`config.mk`:
```
export PLATFORM = sky130hd
export DESIGN_NAME = demux_scan
export DESIGN_NICKNAME = d
export VERILOG_FILES = /design/src/rtl/demux_scan.sv
export SDC_FILE = /design/constraint.sdc
export NUM_CORES = 1
export LEC_CHECK = 0
export ABC_CLOCK_PERIOD_IN_PS = 2200
export BUFFER_PORTS_ARGS = -buffer_cell sky130_fd_sc_hd__buf_2
export CORE_MARGIN = 1
export CORE_UTILIZATION = 53
export CTS_CLUSTER_DIAMETER = 100
export DETAILED_ROUTE_END_ITERATION = 6
export PLACE_DENSITY = 0.77
export SYNTH_ARGS = -nofsm -noshare
export SYNTH_HDL_FRONTEND = slang
export SYNTH_SLANG_ARGS = --single-unit
```
`constraint.sdc`:
```
create_clock -name CLK -period 2.2 [get_ports CLK]
set_input_delay 0.33 -clock CLK [delete_from_list [all_inputs] [get_ports CLK]]
set_output_delay 0.33 -clock CLK [all_outputs]
set_load 0.005 [all_outputs]
```
`src/rtl/demux_scan.sv`:
```
// Registered 1:N demux with auto-scan sequencer and one-hot glitch-free outputs.
// Define DEMUX_SCAN_BLANK_EN to blank Y for BLANK cycles after each channel change.
module demux_scan #(
  parameter int N     = 16,
  parameter int SW    = 4,
  parameter int DIV   = 1000,
  parameter int BLANK = 2
) (
  input  logic          CLK,
  input  logic          RST_N,
  input  logic          E,
  input  logic          MODE,
  input  logic [SW-1:0] S,
  input  logic          HOLD,
  output logic [N-1:0]  Y,
  output logic [SW-1:0] IDX,
  output logic          WRAP
);

  localparam int CW = $clog2(DIV);
  localparam logic [CW-1:0] CNT_MAX = CW'(DIV - 1);
  localparam logic [SW-1:0] IDX_MAX = SW'(N - 1);

  if (SW != $clog2(N) || DIV < 2 || BLANK < 1 || BLANK >= DIV)
  begin : g_bad_cfg
    $error("demux_scan: inconsistent N/SW/DIV/BLANK");
  end

  logic [CW-1:0] r_cnt;
  logic [SW-1:0] w_idx_nxt;
  logic [CW-1:0] w_cnt_nxt;
  logic          w_wrap_nxt;
  logic [N-1:0]  w_hot;

  always_comb begin
    w_idx_nxt  = IDX;
    w_cnt_nxt  = r_cnt;
    w_wrap_nxt = 1'b0;
    if (!MODE) begin
      w_idx_nxt = S;
      w_cnt_nxt = '0;
    end else if (HOLD) begin
      w_idx_nxt = IDX;
      w_cnt_nxt = r_cnt;
    end else if (r_cnt == CNT_MAX) begin
      w_idx_nxt  = IDX + SW'(1);
      w_cnt_nxt  = '0;
      w_wrap_nxt = (IDX == IDX_MAX);
    end else begin
      w_cnt_nxt = r_cnt + CW'(1);
    end
  end

  always_comb begin
    w_hot            = '0;
    w_hot[w_idx_nxt] = E;
  end

`ifdef DEMUX_SCAN_BLANK_EN
  typedef enum logic {
    RUN  = 1'b0,
    BLNK = 1'b1
  } st_t;

  localparam int BW = (BLANK > 1) ? $clog2(BLANK) : 1;

  st_t           r_st;
  logic [BW-1:0] r_bcnt;

  // Any IDX change (re)starts the blank window, even mid-blank.
  always_ff @(posedge CLK or negedge RST_N) begin
    if (!RST_N) begin
      r_st   <= RUN;
      r_bcnt <= '0;
      r_cnt  <= '0;
      IDX    <= '0;
      WRAP   <= 1'b0;
      Y      <= '0;
    end else begin
      r_cnt <= w_cnt_nxt;
      IDX   <= w_idx_nxt;
      WRAP  <= w_wrap_nxt;
      if (w_idx_nxt != IDX) begin
        r_st   <= BLNK;
        r_bcnt <= BW'(BLANK - 1);
        Y      <= '0;
      end else if (r_st == BLNK && r_bcnt != '0) begin
        r_bcnt <= r_bcnt - BW'(1);
        Y      <= '0;
      end else begin
        r_st <= RUN;
        Y    <= w_hot;
      end
    end
  end
`else
  always_ff @(posedge CLK or negedge RST_N) begin
    if (!RST_N) begin
      r_cnt <= '0;
      IDX   <= '0;
      WRAP  <= 1'b0;
      Y     <= '0;
    end else begin
      r_cnt <= w_cnt_nxt;
      IDX   <= w_idx_nxt;
      WRAP  <= w_wrap_nxt;
      Y     <= w_hot;
    end
  end
`endif

endmodule

```
==> metrics.txt <==
clk sinks=31; Die H=~55 um; combinational share of power=between 10 and 15%; PD cells=614 nW/um^2; clock network power share=between 30% and 40%; CTS tree=yes; Tightest Pin Transition=0.667 ns; crit path kind=reg -> reg; DRT antenna net count=0; ant diodes=0; FFs w/ async S/R, synth=100%; syn avg cell area=10.3 um^2; GPL Wtd Cong=between 0.8 and 0.9; GRT Total Usage=between 20% and 30%; final cell count without fillers=between 200 and 250; unique cell type count in the Yosys netlist=39; routed via count=between 1000 and 1500; clk buf depth=2; Post-Synthesis Cells=approximately 140; Worst-path clk slew=about 0.090 ns; placed cell count=~200; share of the synthesized area in the top cell type=between 50% and 60%; setup violators final=0; Synth Area in XOR/XNOR=around 1.2%; routed wire length per instance=about 15 um; root buf cell=clkbuf_4; largest area contributor in the netlist=dfrtp_1; peak supply drop=~0.56 mV; most frequently used flop master after synthesis=dfrtp_1; Max Cap Viol=0; status=finished clean; Core ar.=2570 um^2; Post-synth EDFFs=0; hold buffers post-CTS=0; final clock skew=0.0101 ns; Clk Latency, worst-skew pair=roughly 0.34 ns; PnR Total Power=roughly 1.1 mW; Critical Path Fanout Max=6; switching share of total power=between 20% and 30%; mean number of vias per cell=5.84; largest family of logic cells by synthesized area=simple AND/OR/NAND/NOR gates; Synth area leaders=dfrtp_1 52%, nor2_1 5.3%, nand3_1 3.4%; commonest non-fill, non-tap cells in the layout=31 x dfrtp_1, 29 x buf_2, 21 x nor2_1, 10 x nand3_1, 10 x o21ai_0; Leakage Power=0.918 nW; Iteration-0 DRC Markers=33; most common cell after layout, fill and taps aside=dfrtp_1; Starting Density=between 50% and 60%; antenna violations before repair=0; share of cells above drive strength 1=between 30% and 40%; number of global-route vias before repair=roughly 1100; post-synth net total=155; CTS HTree Levels=2; setup_tns=0 ns; Max Clk Rate=approximately 480 MHz; num rows=18; Port Buf Inserts=29; die area=roughly 3000 um^2; final hold violations=0; post-synthesis adder-cell area fraction=between 1.5 and 2%; fin nets=192; Synth Cell Area=approximately 1500 um^2; Switch Pwr=approximately 0.30 mW; Seq pwr share=55.6%; drt pass-1 iters=4; slew margin rel.=between 50% and 60%; filler cell count=approximately 210; grt total ovfl=0; Compound-Gate Fraction of Synth Area=a little under an eighth; largest net degree at the start of global routing=32; area grow syn2layout=20.4%; Max Slew Vio Count=0; Tcrit/Tclk final=94.6%; final wirelength=3210 um; multiplexer area fraction after synthesis=4.31%; # DRC=0; Yosys warnings=0; total CTS buffers=5; Setup crit start kind=flip-flop; hold crit path type=in -> async; Critical Path AT=2.31 ns; IO Pins=30; Die Span X=54.8 um; post-synthesis register bit count=31; DP HPWL=2280 um; WHS=0.0158 ns; Pint=between 0.7 and 0.8 mW; post-synthesis simple-gate area fraction=between 20% and 30%; sequential area share after synthesis=between 50% and 60%; first-pass GRT wire length=5070 um; Worst Setup End Kind=flip-flop; Final min period=2.08 ns; CP required=around 2.4 ns
## cells by family (layout without fill, tap and decap cells)
family | Yosys count | in the layout
AND/OR/NAND/NOR | 67 | 67
flip-flops | 31 | 31
AO/OA/AOI/OAI | 27 | 27
buffers and inverters | 10 | 47
multiplexers | 5 | 5
adder cells (fa/ha/maj) | 2 | 2
XOR/XNOR | 2 | 2
## flip-flops by register name, summed over array words and instances, names as in the netlist
signal	flops
IDX	4
WRAP	1
Y	16
r_cnt	10
## per-layer routing
layer  vias to the layer above  track usage [%]  wire (um)
met5                         -                0          0
met4                         0             8.97         29
met3                         4             10.0        202
met2                        40             36.3       1520
met1                       604             33.5       1460
li1                        585                -          -
## synthesized netlist by cell type, types with 2 or more instances
library cell / number
nand2_1: 6
o21ai_0: 10
nor4_1: 2
nand3b_1: 2
and4_1: 3
nor2b_1: 4
nand2b_1: 6
a21oi_1: 2
o31ai_1: 6
clkbuf_1: 2
dfrtp_1: 31
o21ai_1: 4
nor2_1: 21
or4_1: 2
nand3_1: 10
inv_1: 6
and3_1: 2
mux2i_1: 3
ha_1: 2
## repair_timing
item	4_1_cts	5_1_grt
endpoints found under the setup margin	0	16
setup buffers	0	1
gates resized for setup	0	8
## final cells by class
cell class	count	area, um^2	share of cell area [%]
flip-flops and latches	31	776	43.6
multi-input cells	103	706	39.6
repair buffers	34	183	10.3
clock buffers	6	51.3	2.88
well taps	30	37.5	2.11
inverters	6	22.5	1.26
clock inverters	1	5.00	0.281
## final timing paths
kind                            slack, ns  cells past startpoint            startpoint                    to
worst max-delay path                 0.12                      7  r_cnt[0]$_DFFE_PN0P_        Y[6]$_DFF_PN0_
worst min-delay path                 0.02                      1                 RST_N  r_cnt[7]$_DFFE_PN0P_
worst max register to register       0.12                      7  r_cnt[0]$_DFFE_PN0P_        Y[6]$_DFF_PN0_
worst min register to register       0.55                      1  r_cnt[3]$_DFFE_PN0P_  r_cnt[3]$_DFFE_PN0P_
max in group asynchronous            1.75                      1                 RST_N        Y[2]$_DFF_PN0_
min in group CLK                     0.22                      2                  HOLD  r_cnt[9]$_DFFE_PN0P_
## per-stage QoR
stage	setup WS (ns)	instance area, um^2	utilization (%)
finish	0.119	1780	69.3
global route	-0.00272	1780	69.3
CTS	0.0268	1730	67.4
detailed placement	0.0347	1670	65.2
global placement	0.117	1670	65.2
floorplan	0.194	1480	-
## power by group through the flow
stage          Combinational [mW]  Sequential (mW)  Clock, mW
2_1_floorplan              0.0760            0.618          0
3_3_place_gp                0.132            0.618          0
3_5_place_dp                0.136            0.619          0
4_1_cts                     0.136            0.608      0.345
5_1_grt                     0.166            0.613      0.366
6_report                    0.146            0.609      0.339
## worst max-delay path, stage by stage, from the launching register on
cell	delay, ns
dfrtp_1	0.40
ha_2	0.26
nand4b_4	0.16
or4_4	0.53
buf_4	0.18
mux2i_4	0.19
o21ai_1	0.18
nor2_1	0.07
Power figures use the tool's default switching activity.
